## src/rtl/msg_pkg.sv

```systemverilog
// Shared definitions for the message path: frame constants and the UART TX state encoding.
package msg_pkg;

  // Message framing bytes produced by msg_write and carried over the UART link.
  localparam logic [7:0]  MSG_HDR_WR      = 8'h5A;
  localparam logic [7:0]  MSG_HDR_RD      = 8'h5B;
  localparam logic [7:0]  MSG_TAIL_WR     = 8'hA5;
  localparam logic [7:0]  MSG_TAIL_RD     = 8'hA4;
  localparam int unsigned MSG_FRAME_BYTES = 10;

  // UART transmitter states; codes 6 and 7 are illegal and recover to StIdle.
  typedef enum logic [2:0] {
    StIdle  = 3'd0,
    StFetch = 3'd1,
    StLoad  = 3'd2,
    StStart = 3'd3,
    StData  = 3'd4,
    StStop  = 3'd5
  } tx_state_e;

  // Clocks per serial bit, truncating.
  function automatic int unsigned calc_baud_div(input int unsigned clk_hz,
                                                input int unsigned baud);
    return clk_hz / baud;
  endfunction

endpackage

```

## src/rtl/uart_baud_cnt.sv

```systemverilog
// Bit-period timer: counts 0..BAUD_DIV-1 while enabled and flags the terminal count.
module uart_baud_cnt #(
  parameter int unsigned BAUD_DIV = 868
) (
  input  logic clk,
  input  logic rst_n,
  input  logic clear,
  input  logic enable,
  output logic bit_end
);

  localparam int unsigned     CW   = (BAUD_DIV > 1) ? $clog2(BAUD_DIV) : 1;
  localparam logic [CW-1:0]   LAST = CW'(BAUD_DIV - 1);

  logic [CW-1:0] cnt;

  // Free-run within one bit period; clear has priority so a new frame starts at zero.
  always_ff @(posedge clk or negedge rst_n) begin
    if (!rst_n) begin
      cnt <= '0;
    end else if (clear) begin
      cnt <= '0;
    end else if (enable) begin
      if (cnt == LAST) begin
        cnt <= '0;
      end else begin
        cnt <= cnt + CW'(1);
      end
    end
  end

  assign bit_end = enable && !clear && (cnt == LAST);

endmodule

```

## src/rtl/msg_uart_tx.sv

```systemverilog
// Message TX FIFO drain: pops one byte at a time and sends it as UART 8N1, LSB first.
module msg_uart_tx
  import msg_pkg::*;
#(
  parameter int unsigned CLK_FREQ_HZ = 100_000_000,
  parameter int unsigned BAUD_RATE   = 115200,
  parameter int unsigned BAUD_DIV    = calc_baud_div(CLK_FREQ_HZ, BAUD_RATE)
) (
  input  logic        OPB_CLK,
  input  logic        OPB_RST_N,
  input  logic        TX_EN,
  input  logic        TX_FIFO_EMPTY,
  input  logic [7:0]  TX_FIFO_Q,
  output logic        TX_FIFO_RD,
  output logic        UART_TXD,
  output logic        TX_BUSY,
  output logic        TX_DONE,
  output logic [15:0] TX_BYTE_CNT
);

  tx_state_e   state;
  logic [7:0]  shift;
  logic [2:0]  bit_cnt;
  logic        txd;
  logic        done;
  logic [15:0] byte_cnt;

  logic        baud_clear;
  logic        baud_enable;
  logic        bit_end;

  // Timer restarts while loading so the start bit gets a full period.
  assign baud_clear  = (state == StLoad);
  assign baud_enable = (state == StStart) || (state == StData) || (state == StStop);

  uart_baud_cnt #(
    .BAUD_DIV (BAUD_DIV)
  ) u_baud_cnt (
    .clk     (OPB_CLK),
    .rst_n   (OPB_RST_N),
    .clear   (baud_clear),
    .enable  (baud_enable),
    .bit_end (bit_end)
  );

  // Transmit FSM with registered line, done strobe, shift register and byte counter.
  always_ff @(posedge OPB_CLK or negedge OPB_RST_N) begin
    if (!OPB_RST_N) begin
      state    <= StIdle;
      txd      <= 1'b1;
      shift    <= '0;
      bit_cnt  <= '0;
      done     <= 1'b0;
      byte_cnt <= '0;
    end else begin
      done <= 1'b0;
      case (state)
        StIdle: begin
          txd <= 1'b1;
          // Empty is only sampled here, so the FIFO can never be popped while empty.
          if (TX_EN && !TX_FIFO_EMPTY) begin
            state <= StFetch;
          end
        end
        StFetch: begin
          state <= StLoad;
        end
        StLoad: begin
          // FIFO read data is valid one cycle after the strobe.
          shift <= TX_FIFO_Q;
          txd   <= 1'b0;
          state <= StStart;
        end
        StStart: begin
          if (bit_end) begin
            txd     <= shift[0];
            bit_cnt <= '0;
            state   <= StData;
          end
        end
        StData: begin
          if (bit_end) begin
            shift   <= {1'b0, shift[7:1]};
            bit_cnt <= bit_cnt + 3'd1;
            if (bit_cnt == 3'd7) begin
              txd   <= 1'b1;
              state <= StStop;
            end else begin
              txd <= shift[1];
            end
          end
        end
        StStop: begin
          if (bit_end) begin
            done     <= 1'b1;
            byte_cnt <= byte_cnt + 16'd1;
            state    <= StIdle;
          end
        end
        default: begin
          txd   <= 1'b1;
          state <= StIdle;
        end
      endcase
    end
  end

  assign TX_FIFO_RD  = (state == StFetch);
  assign TX_BUSY     = (state != StIdle);
  assign UART_TXD    = txd;
  assign TX_DONE     = done;
  assign TX_BYTE_CNT = byte_cnt;

endmodule

```

## config.mk

```make
export PLATFORM = sky130hd
export DESIGN_NAME = msg_uart_tx
export DESIGN_NICKNAME = d
export VERILOG_FILES = /design/src/rtl/msg_pkg.sv /design/src/rtl/uart_baud_cnt.sv /design/src/rtl/msg_uart_tx.sv
export SDC_FILE = /design/constraint.sdc
export NUM_CORES = 1
export LEC_CHECK = 0
export CAP_MARGIN = 30
export CORE_UTILIZATION = 50
export DETAILED_ROUTE_END_ITERATION = 10
export PLACE_DENSITY = 0.74
export RECOVER_POWER = 25
export SYNTH_ARGS = -nofsm -noshare
export SYNTH_HDL_FRONTEND = slang
export SYNTH_SLANG_ARGS = --single-unit
```

## constraint.sdc

```tcl
create_clock -name OPB_CLK -period 3.3 [get_ports OPB_CLK]
set_input_delay 0.66 -clock OPB_CLK [delete_from_list [all_inputs] [get_ports OPB_CLK]]
set_output_delay 0.66 -clock OPB_CLK [all_outputs]
set_load 0.02 [all_outputs]
```

## Yosys cells after proc, flatten, opt, wreduce, memory -nomap -nowiden

Cells that the tools add are included.

- Mux-type cells: 19
- Reductions and logical operators: 18
- $add $sub $neg: 3
- Bitwise operators: 1
- Equal/unequal tests: 12

Operator list:

| kind | number |
|---|---|
| 2-to-1 mux 10 bit | 3 |
| 2-to-1 mux 3 bit | 6 |
| one-hot mux 3 bit (6 select lines) | 1 |
| adder 16 x 1 -> 16 bit (second input constant) | 1 |
| one-hot mux 8 bit (2 select lines) | 1 |
| adder 10 x 1 -> 10 bit (second input constant) | 1 |
| == test 10 bit (second input constant) | 1 |
| == test 3 bit (second input constant) | 3 |
| 2-to-1 mux 8 bit | 1 |
| != test 2 bit (second input constant) | 4 |
| == test 3 x 2 -> 1 bit (second input constant) | 2 |
| one-hot mux 3 bit (2 select lines) | 1 |
| AND reduction 3 bit | 2 |
| nonzero test 2 bit | 3 |
| 2-to-1 mux 1 bit | 5 |
| AND reduction 5 bit | 1 |
| one-hot mux 1 bit (4 select lines) | 1 |
| AND reduction 2 bit | 2 |
| adder 3 x 1 -> 3 bit (second input constant) | 1 |
| == test 3 x 1 -> 1 bit (second input constant) | 1 |
| logical AND 1 bit | 3 |
| zero test 3 bit | 1 |
| nonzero test 3 bit | 1 |
| zero test 1 bit | 2 |
| 4 further kinds | 5 |

- Flip-flop bits (word level): 42
- Input port bits: 12
- Logic and storage cells: 60
- Output and inout port bits: 20

## Logic depth before layout (Yosys ltp)

Gate-level depths: netlist of run 1.

- Depth after elaboration: 7
- Gate-level depth with buffers: 6

## Hierarchy

Synthesis of run 1 repeated with hierarchy kept, for this count alone.

- Cell total of the unflattened synthesis: 216
- Area, all modules: 2,168.3 µm²

Modules (own cells, without submodules):

| module | area an instance (µm²) | cells each | times used | sequential area each (µm²) |
|---|---|---|---|---|
| msg_uart_tx | 1,570.3 | 152 | 1 | 802.0 |
| uart_baud_cnt | 598.1 | 64 | 1 | 250.2 |

## Least setup slack after synthesis of run 1

No wires, ideal clock.

- Path kind: reg2reg
- Start: register u_baud_cnt.cnt[0]
- End: register byte_cnt[1] (netlist: TX_BYTE_CNT[1])
- Path slack: 1.406 ns
- Clock period less this slack: 1.894 ns
- Data arrival time: 1.770 ns
- Required time: 3.175 ns
- Path buffers: 0
- Cell stages (with the launch flop): 5
- Setup time: 0.125 ns
- Cell sequence: dfrtp_1 -> ha_1 -> or4b_4 -> nor4_4 -> mux2_2

- Cells in the longest elaborated chain, start to end: 3

Ends and longest elaborated chain:

| item | RTL line | source |
|---|---|---|
| from (decl) | uart_baud_cnt.sv:15 | `logic [CW-1:0] cnt;` |
| from (signal assigned) | uart_baud_cnt.sv:27 | `cnt <= cnt + CW'(1);` |
| == test 10 bit | uart_baud_cnt.sv:32 | `assign bit_end = enable && !clear && (cnt == LAST);` |
| logical AND 1 bit | uart_baud_cnt.sv:32 |  |
| AND reduction 2 bit (no source line) | n/a |  |
| to (signal assigned) | msg_uart_tx.sv:96 | `byte_cnt <= byte_cnt + 16'd1;` |
| to (decl) | msg_uart_tx.sv:26 | `logic [15:0] byte_cnt;` |

Every way passes these cells.
A chain may end at the register's enable or synchronous reset.

## Final worst setup path of run 1

- Start: register state[0]
- End: output port TX_FIFO_RD

- Cells in the longest elaborated chain, start to end: 1

Ends and longest elaborated chain:

| item | RTL line | source |
|---|---|---|
| from (decl) | msg_uart_tx.sv:21 | `tx_state_e state;` |
| from (signal assigned) | msg_uart_tx.sv:49 | `state <= StIdle;` |
| from (signal assigned) | msg_uart_tx.sv:62 | `state <= StFetch;` |
| from (signal assigned) | msg_uart_tx.sv:66 | `state <= StLoad;` |
| == test 3 x 1 -> 1 bit | msg_uart_tx.sv:108 | `assign TX_FIFO_RD = (state == StFetch);` |
| to (decl) | msg_uart_tx.sv:14 | `output logic TX_FIFO_RD,` |

Every way passes these cells.

==> metrics.csv, run 1 <==
metric,value,unit
yosysUniqueCellTypes,50,
post_cts_buffers,0,
cp_data_required_time,2640,ps
postCtsResizedCells,0,
finalCritPeriodShare,0.769,
root_buffer,clkbuf_8,
design_area,2670,um2
drcViolationCount,0,
synthArstFlopShare,1.00,
dpl_worst_slack,998,ps
numCtsBuffers,5,
syn_area_per_cell,10.8,um2
grt_antenna_before_repair,0,
multi_input_area,1130,um2
met2_usage,0.299,
min_path_type,reg2reg,
use_met3,0.0392,
drv_slew,0,
gp_congestion,0.829,
worstSkewPairLatency,300,ps
startpoint_type,register,
first_iter_violations,143,
vias,1707,
finalSetupViolCount,0,
cts_buffer_depth,2,
period_minus_slack,2540,ps
path_class,reg2out,
rr_worst_depth,5,
num_rows,24,
drt-pass1-iter-count,4,
final.setup_skew,4.80,ps
htree_levels,2,
synthCells,210,
die_x,69.5,um
vias_per_cell,5.85,
outcome,completed,
grt_max_degree,43,
area.sequential,1050,um2
p_per_area,337,nW/um2
comb_power_share,0.035,
use_met1,0.282,
p_int,706,uW
wl_per_cell,15.0,um
hold_depth,1,
fin_total_pwr,901,uW
crit_path_max_fanout,19,
switching_share,0.217,
yosysWarnings,0,
core_area,4350,um2
synth_edf_count,0,
hold_violations,0,
port_buffers,31,
rsz0062_at_grt,no,
setup-tns-final,0,ps
critPathArrivalTime,1880,ps
grt_pass1_wl,7560,um
p_clk_frac,0.385,
synth_ff_type,dfrtp_1,
utilization,0.614,
ys_seq_elements,42,
critPathCaptureType,output pin,
insertedDiodeCount,0,
drt_wl_total,4390,um
fin_ws,762,ps
path_clk_slew,80,ps
area_delta_synth_final,17.4,%
syn-cell-area,2280,um2
cts_hold_buf,0,
cts_tree,yes,
overflow,0,
drv_cap,0,
nFillCells,389,
power_switching,195,uW
max-slew-margin-rel,0.186,
fin_nets,255,
grt_pass1_vias,1562,
fmax,0.394,GHz
synth.net_count,226,
place_area,2580,um2
p_leak,0.00108,uW
worstMarginPinSlew,1220,ps
drive_gt1_frac,0.146,
cts_sinks,42,
grt-busiest-layer,met2,
initial_utilization,0.523,
post-dp-hpwl,2980,um
drtAntennaViolNets,0,
track_usage,0.197,
p_seq_frac,0.580,
seq_area_frac_synth,0.462,
die-area,4830,um2
vdd_ir_drop_max,0.000242,V
die_y,69.5,um
io-pin-count,32,
## final timing paths
path	end	slack (ps)	start
min in group asynchronous	TX_BYTE_CNT[2]$_DFFE_PN0P_	500	OPB_RST_N
hold reg to reg	TX_BYTE_CNT[15]$_DFFE_PN0P_	480	TX_BYTE_CNT[15]$_DFFE_PN0P_
setup reg to reg	shift[0]$_DFFE_PN0P_	960	u_baud_cnt.cnt[0]$_DFFE_PN0P_
setup / recovery	TX_FIFO_RD	760	state[0]$_DFFE_PN0P_
max in group asynchronous	TX_BYTE_CNT[10]$_DFFE_PN0P_	1160	OPB_RST_N
hold / removal	TX_BYTE_CNT[15]$_DFFE_PN0P_	480	TX_BYTE_CNT[15]$_DFFE_PN0P_
## power by group through the flow
stage	combinational, uW	clock [uW]	sequential (uW)
6_report	31.4	347	522
5_1_grt	35.6	377	523
4_1_cts	32.4	358	522
3_5_place_dp	32.4	0	533
3_3_place_gp	31.9	0	532
2_1_floorplan	8.85	0	531
## placed cells by master (no fill, tap or decap), types with 2 or more instances in the layout
| master | Yosys | final |
|---|---|---|
| and3_1 | 4 | 4 |
| clkbuf_8 | 0 | 6 |
| and2_1 | 2 | 2 |
| and4_1 | 2 | 2 |
| clkdlybuf4s50_1 | 0 | 30 |
| mux2_2 | 17 | 17 |
| nand3b_1 | 2 | 2 |
| xnor2_1 | 15 | 15 |
| nand4_1 | 12 | 12 |
| nand3_1 | 10 | 10 |
| mux2i_1 | 3 | 3 |
| o31ai_1 | 2 | 2 |
| nand2_1 | 9 | 9 |
| o221ai_1 | 2 | 2 |
| nand2b_1 | 4 | 4 |
| a21oi_1 | 7 | 7 |
| nor3_1 | 3 | 3 |
| o21ai_0 | 9 | 9 |
| a31oi_1 | 3 | 3 |
| nor2_1 | 12 | 12 |
| inv_1 | 7 | 7 |
| nor4_1 | 3 | 3 |
| nor4_4 | 2 | 2 |
| o211a_1 | 2 | 2 |
| clkbuf_1 | 2 | 3 |
| ha_1 | 4 | 4 |
| dfrtp_1 | 41 | 41 |
| nor2b_1 | 2 | 2 |
| o221a_2 | 2 | 2 |
## flip-flops by register name, indices dropped and copies added (netlist names)
signal	count
TX_BYTE_CNT	16
TX_DONE	1
UART_TXD	1
bit_cnt	3
shift	8
state	3
u_baud_cnt.cnt	10
## layout make-up
| cell class | count | share of cell area |
|---|---|---|
| multi-input combinational | 151 | 0.423 |
| sequential | 42 | 0.394 |
| timing repair buffer | 32 | 0.115 |
| clock buffer | 7 | 0.0323 |
| tap | 52 | 0.0243 |
| inverter | 7 | 0.00983 |
| clock inverter | 1 | 0.00187 |
## per-stage QoR
step | hold slack (ps) | instances
floorplan | 364 | 210
global placement | 460 | 283
detailed placement | 470 | 283
CTS | 485 | 291
global route | 492 | 292
finish | 484 | 292
## synth_stat cells, drive strengths merged, types with 2 or more instances
cell,instances,area (um2)
mux2i,3,30.0
nand2b,4,25.0
xnor2,15,131
nor2,13,51.3
dfrtp,41,1030
nor2b,2,12.5
buf,8,60.1
nor3,4,31.3
o221ai,2,17.5
o211a,2,20.0
nand2,9,33.8
nand3b,2,15.0
and2,2,12.5
a31oi,3,18.8
inv,7,26.3
o221a,2,22.5
o21ai,9,45.0
or4b,2,23.8
ha,4,50.1
nor4,5,61.3
a21oi,8,43.8
o31ai,2,15.0
mux2,17,191
nand3,11,60.1
and4,2,17.5
and3,4,25.0
clkbuf,2,7.51
nand4,12,75.1
## metal layers
layer,wire (um),part of all wire
met2,2060,0.47
met4,65,0.015
met1,2080,0.47
met5,0,0
met3,178,0.041
## worst max-delay path, stage by stage, from the launching register on
cell             delay (ps)
dfrtp_1                 660
nand2b_1                180
nor2_1                  120
clkdlybuf4s50_1         610
## kinds of logic after synthesis
group / count (synthesis) / synth area share
flip-flops: 42 / 0.462
XOR/XNOR: 16 / 0.0616
multiplexers: 20 / 0.0973
AO/OA/AOI/OAI: 35 / 0.107
AND/OR/NAND/NOR: 76 / 0.209
adder cells (fa/ha/maj): 4 / 0.0220
buffers and inverters: 17 / 0.0412
Power figures use the tool's default switching activity.
==> inputs of run 2 (changes only) <==
==> constraint.sdc (replaced) <==
create_clock -name OPB_CLK -period 2.6 [get_ports OPB_CLK]
set_input_delay 0.52 -clock OPB_CLK [delete_from_list [all_inputs] [get_ports OPB_CLK]]
set_output_delay 0.52 -clock OPB_CLK [all_outputs]
set_load 0.02 [all_outputs]
==> run 2 against run 1 <==
Critical path depth stayed put. First-iteration DRC count is 42% lower. Worst setup slack got worse by 560 ps. Sequential power is 27% higher. Global-route usage down 0.69 points. Critical path type unchanged. Largest cell class unchanged.
==> metrics.csv, run 2 (synthesized netlist as in run 1, its figures left out) <==
metric,value,unit
drv_slew,0,
dpl_worst_slack,469,ps
track_usage,0.190,
post_cts_buffers,0,
cp_data_required_time,2080,ps
cts_hold_buf,0,
setup-tns-final,0,ps
cts_sinks,42,
vias_per_cell,5.88,
drive_gt1_frac,0.162,
post-dp-hpwl,3060,um
fin_cells,293,
drv_cap,0,
largest_reg_flops,16,
area.sequential,1050,um2
crit_path_max_incr_delay,670,ps
critPathCaptureType,output pin,
htree_levels,2,
p_clk_frac,0.416,
fin_nets,256,
vdd_ir_drop_max,0.000285,V
switching_share,0.199,
path_clk_slew,70,ps
p_per_area,445,nW/um2
path_class,reg2out,
port_buffers,31,
overflow,0,
min_path_type,in2async,
critPathSlowestCell,dfrtp_1,
final_common_cell,dfrtp_1,
fin_total_pwr,1200,uW
numCtsBuffers,5,
fin_ws,201,ps
worstMarginPinSlew,1020,ps
die_y,69.5,um
holdWs,342,ps
rsz0062_at_grt,no,
grt_pass1_vias,1516,
io-pin-count,32,
critPathArrivalTime,1880,ps
gp_congestion,0.809,
power_switching,239,uW
finalCritPeriodShare,0.923,
core_area,4350,um2
root_buffer,clkbuf_8,
p_leak,0.00110,uW
finalSetupViolCount,0,
initial_utilization,0.523,
comb_power_share,0.033,
num_rows,24,
drtAntennaViolNets,0,
drt-pass1-iter-count,4,
grt_max_degree,43,
cp_cell_sequence,"nand2b_1, nor2_1, clkdlybuf4s50_1",
drcViolationCount,0,
area_delta_synth_final,18.7,%
period_minus_slack,2400,ps
final_cell_mix,"41 x dfrtp_1, 30 x clkdlybuf4s50_1, 17 x mux2_2",
grt_pass1_wl,7170,um
postCtsResizedCells,0,
die-area,4830,um2
final.setup_skew,6.70,ps
nFillCells,367,
worstSkewPairLatency,300,ps
insertedDiodeCount,0,
grt_antenna_before_repair,0,
cts_tree,yes,
startpoint_type,register,
vias,1722,
p_int,964,uW
wl_per_cell,14.5,um
drt_wl_total,4240,um
cts_buffer_depth,2,
multi_input_area,1130,um2
first_iter_violations,83,
crit_path_max_fanout,19,
outcome,completed,
p_seq_frac,0.551,
hold_violations,0,
place_inst,285,
fmax,0.417,GHz
die_x,69.5,um
max-slew-margin-rel,0.320,
==> run 2: worst max-delay path: cells and delay by family (launching register included) <==
kind / cells / cell delay (ps)
buffers and inverters: 1 / 610
AND/OR/NAND/NOR: 2 / 300
flip-flops: 1 / 670
==> run 2: worst paths after layout <==
check	start	endpoint	slack, ps	cells past startpoint
setup / recovery	state[0]$_DFFE_PN0P_	TX_FIFO_RD	200	3
hold / removal	OPB_RST_N	TX_BYTE_CNT[4]$_DFFE_PN0P_	340	1
setup reg to reg	state[1]$_DFFE_PN0P_	u_baud_cnt.cnt[7]$_DFFE_PN0P_	400	4
hold reg to reg	TX_BYTE_CNT[15]$_DFFE_PN0P_	TX_BYTE_CNT[15]$_DFFE_PN0P_	480	1
max in group asynchronous	OPB_RST_N	TX_BYTE_CNT[11]$_DFFE_PN0P_	1700	1
min in group OPB_CLK	TX_BYTE_CNT[15]$_DFFE_PN0P_	TX_BYTE_CNT[15]$_DFFE_PN0P_	480	1
==> run 2: per-stage QoR <==
step	util	cell area (um2)
final	0.621	2700
after detailed placement	0.596	2590
after CTS	0.621	2700
after global placement	0.596	2590
after global routing	0.621	2700
after floorplan	-	2280
==> run 2: area by class of cell <==
class                   instances  share of cell area
multi-input cells             151               0.418
flip-flops and latches         42               0.389
repair buffers                 33               0.119
clock buffers                   5              0.0255
well taps                      52              0.0241
clock inverters                 3              0.0148
inverters                       7             0.00972
==> run 2: power by group through the flow <==
stage / clock, uW / sequential (uW) / combinational, uW
global placement: 0 / 675 / 40.6
detailed placement: 0 / 676 / 41.3
finish: 500 / 663 / 39.4
global route: 542 / 664 / 45.1
CTS: 519 / 663 / 41.4
floorplan: 0 / 674 / 11.2
==> run 2: routing by layer <==
metal / vias up / global-route usage / wire length [um]
met2: 56 / 0.292 / 2000
met5: - / 0 / 0
met3: 7 / 0.0436 / 195
li1: 836 / - / -
met1: 823 / 0.261 / 1980
met4: 0 / 0.0748 / 69
